<file path="src/rtl/ro_scan_meter_if.sv">
// Result handshake between the ring-oscillator scan meter and its consumer.
// The meter drives the master side, the UART/controller side uses the slave side.
interface ro_scan_meter_if #(
  parameter int CNT_W = 16,
  parameter int CH_W  = 2
);
  logic             res_valid;
  logic             res_ready;
  logic [CNT_W-1:0] res_data;
  logic [CH_W-1:0]  res_ch;
  logic             res_dead;

  modport master (output res_valid, output res_data, output res_ch, output res_dead,
                  input  res_ready);
  modport slave  (input  res_valid, input  res_data, input  res_ch, input  res_dead,
                  output res_ready);
endinterface

</file>
<file path="src/rtl/ro_scan_meter.sv">
// Round-robin ring-oscillator meter: enables one channel at a time, counts its edges
// over averaged gate windows and hands each result out on a valid/ready handshake.
module ro_scan_meter #(
  parameter int NCH        = 4,
  parameter int CNT_W      = 16,
  parameter int WIN_W      = 16,
  parameter int AVG_LOG2   = 3,
  parameter int SETTLE_CYC = 16,
  parameter int CH_W       = $clog2(NCH)
) (
  input  logic             clk,
  input  logic             reset,
  input  logic [NCH-1:0]   osc_in,
  output logic [NCH-1:0]   osc_en,
  input  logic [NCH-1:0]   ch_mask,
  input  logic             start,
  input  logic             continuous,
  input  logic [WIN_W-1:0] win_len,
  output logic             busy,
  ro_scan_meter_if.master  res_if
);

  localparam int ACC_W = CNT_W + AVG_LOG2;
  localparam int IDX_W = AVG_LOG2 + 1;
  localparam int ST_W  = $clog2(SETTLE_CYC);
  localparam logic [IDX_W-1:0] N_WIN      = IDX_W'(2 ** AVG_LOG2);
  localparam logic [ST_W-1:0]  SETTLE_END = ST_W'(SETTLE_CYC - 1);

  typedef enum logic [2:0] {
    ST_IDLE    = 3'd0,
    ST_SETTLE  = 3'd1,
    ST_MEASURE = 3'd2,
    ST_ACCUM   = 3'd3,
    ST_OUTPUT  = 3'd4
  } state_e;

  state_e           state_q, state_d;
  logic [NCH-1:0]   sync1_q, sync2_q, prev_q;
  logic [NCH-1:0]   scan_mask_q, scan_mask_d;
  logic [WIN_W-1:0] win_len_q, win_len_d;
  logic [WIN_W-1:0] win_cnt_q, win_cnt_d;
  logic [ST_W-1:0]  settle_cnt_q, settle_cnt_d;
  logic [CNT_W-1:0] cnt_q, cnt_d;
  logic [ACC_W-1:0] acc_q, acc_d;
  logic [IDX_W-1:0] win_idx_q, win_idx_d;
  logic             zero_all_q, zero_all_d;
  logic [CH_W-1:0]  ch_q, ch_d;
  logic [NCH-1:0]   osc_en_q, osc_en_d;
  logic             busy_q, busy_d;
  logic             res_valid_q, res_valid_d;
  logic [CNT_W-1:0] res_data_q, res_data_d;
  logic [CH_W-1:0]  res_ch_q, res_ch_d;
  logic             res_dead_q, res_dead_d;

  logic [NCH-1:0]   edge_s;
  logic [ACC_W-1:0] acc_sum_s;
  logic [WIN_W-1:0] win_last_s;
  logic [CH_W:0]    next_s;

  function automatic logic [CH_W-1:0] lowest_bit(input logic [NCH-1:0] m);
    lowest_bit = '0;
    for (int i = NCH - 1; i >= 0; i--) begin
      if (m[i]) lowest_bit = CH_W'(i);
    end
  endfunction

  // {found, index} of the lowest mask bit strictly above cur
  function automatic logic [CH_W:0] next_above(input logic [NCH-1:0] m, input logic [CH_W-1:0] cur);
    next_above = '0;
    for (int i = NCH - 1; i >= 0; i--) begin
      if (m[i] && (i > int'(cur))) next_above = {1'b1, CH_W'(i)};
    end
  endfunction

  assign edge_s     = sync2_q & ~prev_q;
  assign acc_sum_s  = acc_q + ACC_W'(cnt_q);
  assign win_last_s = (win_len_q == '0) ? '0 : win_len_q - WIN_W'(1);
  assign next_s     = next_above(scan_mask_q, ch_q);

  always_comb begin
    state_d      = state_q;
    scan_mask_d  = scan_mask_q;
    win_len_d    = win_len_q;
    win_cnt_d    = win_cnt_q;
    settle_cnt_d = settle_cnt_q;
    cnt_d        = cnt_q;
    acc_d        = acc_q;
    win_idx_d    = win_idx_q;
    zero_all_d   = zero_all_q;
    ch_d         = ch_q;
    res_valid_d  = res_valid_q;
    res_data_d   = res_data_q;
    res_ch_d     = res_ch_q;
    res_dead_d   = res_dead_q;
    osc_en_d     = '0;

    case (state_q)
      ST_IDLE: begin
        if (start && (ch_mask != '0)) begin
          scan_mask_d  = ch_mask;
          win_len_d    = win_len;
          ch_d         = lowest_bit(ch_mask);
          settle_cnt_d = '0;
          state_d      = ST_SETTLE;
        end else begin
          state_d = ST_IDLE;
        end
      end
      ST_SETTLE: begin
        cnt_d      = '0;
        acc_d      = '0;
        win_idx_d  = '0;
        zero_all_d = 1'b1;
        win_cnt_d  = '0;
        if (settle_cnt_q == SETTLE_END) begin
          state_d = ST_MEASURE;
        end else begin
          settle_cnt_d = settle_cnt_q + ST_W'(1);
        end
      end
      ST_MEASURE: begin
        if (edge_s[ch_q] && (cnt_q != {CNT_W{1'b1}})) begin
          cnt_d = cnt_q + CNT_W'(1);
        end else begin
          cnt_d = cnt_q;
        end
        if (win_cnt_q == win_last_s) begin
          state_d = ST_ACCUM;
        end else begin
          win_cnt_d = win_cnt_q + WIN_W'(1);
        end
      end
      ST_ACCUM: begin
        acc_d      = acc_sum_s;
        zero_all_d = zero_all_q & (cnt_q == '0);
        cnt_d      = '0;
        win_idx_d  = win_idx_q + IDX_W'(1);
        win_cnt_d  = '0;
        if (win_idx_d == N_WIN) begin
          res_valid_d = 1'b1;
          res_data_d  = acc_sum_s[ACC_W-1:AVG_LOG2];
          res_ch_d    = ch_q;
          res_dead_d  = zero_all_d;
          state_d     = ST_OUTPUT;
        end else begin
          state_d = ST_MEASURE;
        end
      end
      ST_OUTPUT: begin
        if (res_valid_q && res_if.res_ready) begin
          res_valid_d  = 1'b0;
          settle_cnt_d = '0;
          if (next_s[CH_W]) begin
            ch_d    = next_s[CH_W-1:0];
            state_d = ST_SETTLE;
          end else if (continuous && (ch_mask != '0)) begin
            scan_mask_d = ch_mask;
            win_len_d   = win_len;
            ch_d        = lowest_bit(ch_mask);
            state_d     = ST_SETTLE;
          end else begin
            state_d = ST_IDLE;
          end
        end else begin
          state_d = ST_OUTPUT;
        end
      end
      default: begin
        res_valid_d = 1'b0;
        state_d     = ST_IDLE;
      end
    endcase

    if ((state_d == ST_SETTLE) || (state_d == ST_MEASURE) || (state_d == ST_ACCUM)) begin
      osc_en_d[ch_d] = 1'b1;
    end else begin
      osc_en_d = '0;
    end
    busy_d = (state_d != ST_IDLE);
  end

  // osc_in is asynchronous: two flops to resolve metastability, a third for edge detection
  always_ff @(posedge clk or posedge reset) begin
    if (reset) begin
      sync1_q <= '0;
      sync2_q <= '0;
      prev_q  <= '0;
    end else begin
      sync1_q <= osc_in;
      sync2_q <= sync1_q;
      prev_q  <= sync2_q;
    end
  end

  always_ff @(posedge clk or posedge reset) begin
    if (reset) begin
      state_q      <= ST_IDLE;
      scan_mask_q  <= '0;
      win_len_q    <= '0;
      win_cnt_q    <= '0;
      settle_cnt_q <= '0;
      cnt_q        <= '0;
      acc_q        <= '0;
      win_idx_q    <= '0;
      zero_all_q   <= 1'b0;
      ch_q         <= '0;
      osc_en_q     <= '0;
      busy_q       <= 1'b0;
      res_valid_q  <= 1'b0;
      res_data_q   <= '0;
      res_ch_q     <= '0;
      res_dead_q   <= 1'b0;
    end else begin
      state_q      <= state_d;
      scan_mask_q  <= scan_mask_d;
      win_len_q    <= win_len_d;
      win_cnt_q    <= win_cnt_d;
      settle_cnt_q <= settle_cnt_d;
      cnt_q        <= cnt_d;
      acc_q        <= acc_d;
      win_idx_q    <= win_idx_d;
      zero_all_q   <= zero_all_d;
      ch_q         <= ch_d;
      osc_en_q     <= osc_en_d;
      busy_q       <= busy_d;
      res_valid_q  <= res_valid_d;
      res_data_q   <= res_data_d;
      res_ch_q     <= res_ch_d;
      res_dead_q   <= res_dead_d;
    end
  end

  assign osc_en           = osc_en_q;
  assign busy             = busy_q;
  assign res_if.res_valid = res_valid_q;
  assign res_if.res_data  = res_data_q;
  assign res_if.res_ch    = res_ch_q;
  assign res_if.res_dead  = res_dead_q;

endmodule

</file>
<file path="src/flat_wrapper.sv">
// flat-port wrapper written by rule: the top's interface ports become plain ports
module ro_scan_meter_flat 
#(
  parameter int NCH        = 4,
  parameter int CNT_W      = 16,
  parameter int WIN_W      = 16,
  parameter int AVG_LOG2   = 3,
  parameter int SETTLE_CYC = 16,
  parameter int CH_W       = $clog2(NCH)
)
  (clk, reset, osc_in, osc_en, ch_mask, start, continuous, win_len, busy, res_if_res_valid, res_if_res_data, res_if_res_ch, res_if_res_dead, res_if_res_ready);
  ro_scan_meter_if #(.CNT_W(CNT_W), .CH_W(CH_W)) res_if_i ();
  input  logic clk;
  input  logic reset;
  input  logic [NCH-1:0] osc_in;
  output logic [NCH-1:0] osc_en;
  input  logic [NCH-1:0] ch_mask;
  input  logic start;
  input  logic continuous;
  input  logic [WIN_W-1:0] win_len;
  output logic busy;
  output wire logic [$bits(res_if_i.res_valid)-1:0] res_if_res_valid;
  output wire logic [$bits(res_if_i.res_data)-1:0] res_if_res_data;
  output wire logic [$bits(res_if_i.res_ch)-1:0] res_if_res_ch;
  output wire logic [$bits(res_if_i.res_dead)-1:0] res_if_res_dead;
  input wire logic [$bits(res_if_i.res_ready)-1:0] res_if_res_ready;
  assign res_if_res_valid = res_if_i.res_valid;
  assign res_if_res_data = res_if_i.res_data;
  assign res_if_res_ch = res_if_i.res_ch;
  assign res_if_res_dead = res_if_i.res_dead;
  assign res_if_i.res_ready = res_if_res_ready;
  ro_scan_meter #(.NCH(NCH), .CNT_W(CNT_W), .WIN_W(WIN_W), .AVG_LOG2(AVG_LOG2), .SETTLE_CYC(SETTLE_CYC), .CH_W(CH_W)) u_core (.clk(clk), .reset(reset), .osc_in(osc_in), .osc_en(osc_en), .ch_mask(ch_mask), .start(start), .continuous(continuous), .win_len(win_len), .busy(busy), .res_if(res_if_i));
endmodule
</file>
<file path="config.mk">
export PLATFORM = sky130hd
export DESIGN_NAME = ro_scan_meter_flat
export DESIGN_NICKNAME = d
export VERILOG_FILES = /design/src/rtl/ro_scan_meter_if.sv /design/src/rtl/ro_scan_meter.sv /design/src/flat_wrapper.sv
export SDC_FILE = /design/constraint.sdc
export NUM_CORES = 1
export LEC_CHECK = 0
export ABC_AREA = 0
export BUFFER_PORTS_ARGS = -buffer_cell sky130_fd_sc_hd__buf_2
export CAP_MARGIN = 20
export CORE_MARGIN = 4
export CORE_UTILIZATION = 65
export CTS_BUF_LIST = sky130_fd_sc_hd__clkbuf_8
export DETAILED_ROUTE_END_ITERATION = 8
export GPL_TIMING_DRIVEN = 0
export PLACE_DENSITY = 0.85
export SETUP_SLACK_MARGIN = 0.15
export SLEW_MARGIN = 5
export SYNTH_ARGS = -nofsm -noshare
export SYNTH_HDL_FRONTEND = slang
export SYNTH_SLANG_ARGS = --single-unit
</file>
<file path="constraint.sdc">
create_clock -name clk -period 8.6 [get_ports clk]
set_clock_uncertainty 0.15 [all_clocks]
set_input_delay 1.29 -clock clk [delete_from_list [all_inputs] [get_ports clk]]
set_output_delay 1.29 -clock clk [all_outputs]
set_load 0.05 [all_outputs]
</file>
==> results.tsv <==
metric	value	unit
drive_gt1_share	16.73	%
cts_tree	done	
reg2reg_to	u_core.win_cnt_q[9]	
yosysTopAreaCell	dfrtp_1	
yosys.area_share.xor_xnor	6.052	%
antenna_found_initial	0	
routed_wl	17.96	mm
fin_nets	877	
avgViaCountPerCell	6.291	
drc	0	
chipHeight	112.5	um
ant_nets	0	
routedWlPerCell	18.45	um
worst-setup-path-type	flip-flop to flip-flop	
synth_top_area_share	42.70	%
netlist_area	0.007092	sq mm
seq_area	0.003028	sq mm
drv_slew	0	
cap_violations	0	
status	finished clean	
fin_crit_sh	45.63	%
synth_compound_area_share	18.23	%
netlist_instances	752	
critPathArrivalTime	4110	ps
irDropWorstVdd	0.2858	mV
synth.area.mux_share	3.987	%
final_cell_area	0.007970	sq mm
vias	6121	
path_max_fanout	9	
clkTransAtPathRegs	70	ps
rows	37	
powerDensity	258.6	mW/mm^2
synth-adder-area-share	4.164	%
tns	0	ps
slew_headroom	44.52	%
h-tree-depth	4	
root_buffer	clkbuf_8	
grt_start_max_net_pins	80	
worstPathRequired	8780	ps
syn_to_final_growth	12.39	%
cts-hold-fix-buffers	0	
cp-start-kind	flip-flop	
finalWeightedCongestion	0.9159	
holdPathEnd	u_core.sync2_q[1]	
end_kind	flip-flop	
multi_input_area	0.003780	sq mm
cts-buffers-inserted	17	
syn_area_per_cell	9.431	sq um
clockBufferDepth	2	
synth-seq-cells	121	
num_io_pins	54	
grt_pass1_vias	6177	
yosys_warnings	0	
start_util	67.78	%
synth_top_family_by_area	simple AND/OR/NAND/NOR gates	
yosys-top-cells-area	dfrtp_1, o21ai_0, nand2_1	
post_cts_resized	0	
synth_edf_count	0	
core-area	0.01046	sq mm
grt_use_total	29.70	%
hold_start	u_core.sync1_q[1]	
regToRegSetupSlack	4680	ps
period_minus_slack	3924	ps
p_leak	3.571	nW
min_path_type	flip-flop to flip-flop	
clock_sinks	121	
synthArstFlopShare	100.0	%
synth-simple-area-share	20.87	%
r2r-start	u_core.win_len_q[0]	
yosysUniqueCellTypes	79	
reg2reg_depth	12	
cts_setup_buffers	0	
dr.pass1.iters	5	
synth_ff_type	dfrtp_1	
fmax	254.8	MHz
rsz0062_at_grt	false	
hold_viol_final	0	
port_buffers	53	
worst_skew_pair.late_latency	450	ps
dieWidth	112.5	um
hpwlAfterDp	12.82	mm
tightestPinTransition	826.6	ps
yosysSeqAreaShare	42.70	%
postPlaceCellArea	0.007560	sq mm
n_antenna_cell	0	
nFillCells	751	
drtIter0Drc	587	
grt_pass1_wl	30.22	mm
syn_nets	804	
grt_overflow	0	
die_area	0.01265	sq mm
min_path_cells	0	
fin_total_pwr	2.061	mW
setup_viol	0	
-- critical path, cell delays in order, from the launching register on --
cell,delay [ps]
dfrtp_1,460
inv_1,110
ha_1,160
clkbuf_1,370
inv_1,240
nor4_4,510
mux2i_1,300
o311ai_0,200
nor4_2,440
nand4_4,250
o21ai_4,310
nor3_1,110
o21a_1,200
-- per-layer routing --
metal  share of wire (%)  global-route usage [%]  up-vias
met5                   0                       0        -
met4                 2.0                   10.66        0
met3                 6.5                   5.606       36
met2                  48                   47.99      225
met1                  44                   40.31     2979
li1                    -                       -     2881
-- synthesized netlist by cell type, types with 9 or more instances --
library cell	number
a21o_1	10
a21oi_1	30
clkbuf_1	25
dfrtp_1	121
ha_1	22
inv_1	28
mux2_2	18
nand2_1	80
nand2b_1	9
nand3_1	29
nand4_1	11
nor2_1	55
nor3_1	18
o21ai_0	65
or3_1	14
xnor2_1	20
xor2_1	22
-- report_power, final --
part | internal, mW | switching [mW]
combinational | 0.283 | 0.505
sequential | 0.651 | 0.0804
clock | 0.316 | 0.226
-- flip-flops by register name, summed over array words and instances (netlist names), 2 cells and up --
signal                  count
u_core.acc_q               19
u_core.ch_q                 2
u_core.cnt_q               16
u_core.osc_en               4
u_core.prev_q               4
u_core.res_if.res_ch        2
u_core.res_if.res_data     16
u_core.scan_mask_q          3
u_core.settle_cnt_q         4
u_core.state_q              3
u_core.sync1_q              4
u_core.sync2_q              4
u_core.win_cnt_q           16
u_core.win_idx_q            4
u_core.win_len_q           16
-- per-stage QoR --
step | hold slack [ps] | std cells | setup WS [ps] | utilization [%]
after floorplan | 181.2 | 752 | 3946 | -
after global placement | 181.8 | 941 | 2808 | 71.94
after detailed placement | 187.0 | 942 | 4808 | 72.26
after CTS | 201.8 | 973 | 4738 | 76.18
after global routing | 213.7 | 973 | 4581 | 76.18
final | 198.9 | 973 | 4676 | 76.18
-- cell type report --
class,count,share of cell area [%]
Buffer,37,2.245
Clock buffer,18,3.108
Clock inverter,13,2.041
Inverter,28,1.381
Multi-Input combinational cell,566,47.43
Sequential cell,121,37.99
Tap cell,136,2.135
Timing Repair Buffer,54,3.673
-- logic make-up (layout without fill, tap and decap cells) --
| logic type | count (synthesis) | count (layout) |
|---|---|---|
| fa+ha+maj | 23 | 23 |
| buf+inv | 65 | 150 |
| flops | 121 | 121 |
| compound gates | 190 | 190 |
| xor+xnor | 45 | 45 |
| simple gates | 282 | 282 |
| mux | 26 | 26 |
-- worst max path at each step --
| stage | cells after the start | slack [ps] | to | start |
|---|---|---|---|---|
| after floorplan | 1 | 3950 | u_core.acc_q[0] | reset |
| after global placement | 2 | 2810 | u_core.res_if.res_data[1] | reset |
| after detailed placement | 12 | 4810 | u_core.win_cnt_q[11] | u_core.win_len_q[0] |
| after CTS | 12 | 4740 | u_core.win_cnt_q[9] | u_core.win_len_q[0] |
| after global routing | 12 | 4580 | u_core.win_cnt_q[9] | u_core.win_len_q[0] |
| final | 12 | 4680 | u_core.win_cnt_q[9] | u_core.win_len_q[0] |
-- cell usage in the layout (no fill, tap or decap), drive strengths merged, types with 5 or more instances in the layout --
cell,Yosys,final
a211oi,6,6
a21o,10,10
a21oi,30,30
a31oi,6,6
and2,6,6
and3,8,8
buf,12,66
clkbuf,25,43
dfrtp,121,121
ha,22,22
inv,28,34
mux2,18,18
mux2i,8,8
nand2,81,81
nand2b,9,9
nand3,30,30
nand4,12,12
nor2,56,56
nor2b,5,5
nor3,19,19
nor3b,7,7
nor4,12,12
o211ai,11,11
o21ai,69,69
o22ai,5,5
o31ai,6,6
or3,15,15
or4,7,7
xnor2,21,21
xor2,22,22
No activity file was read; power rests on OpenSTA's default activity.
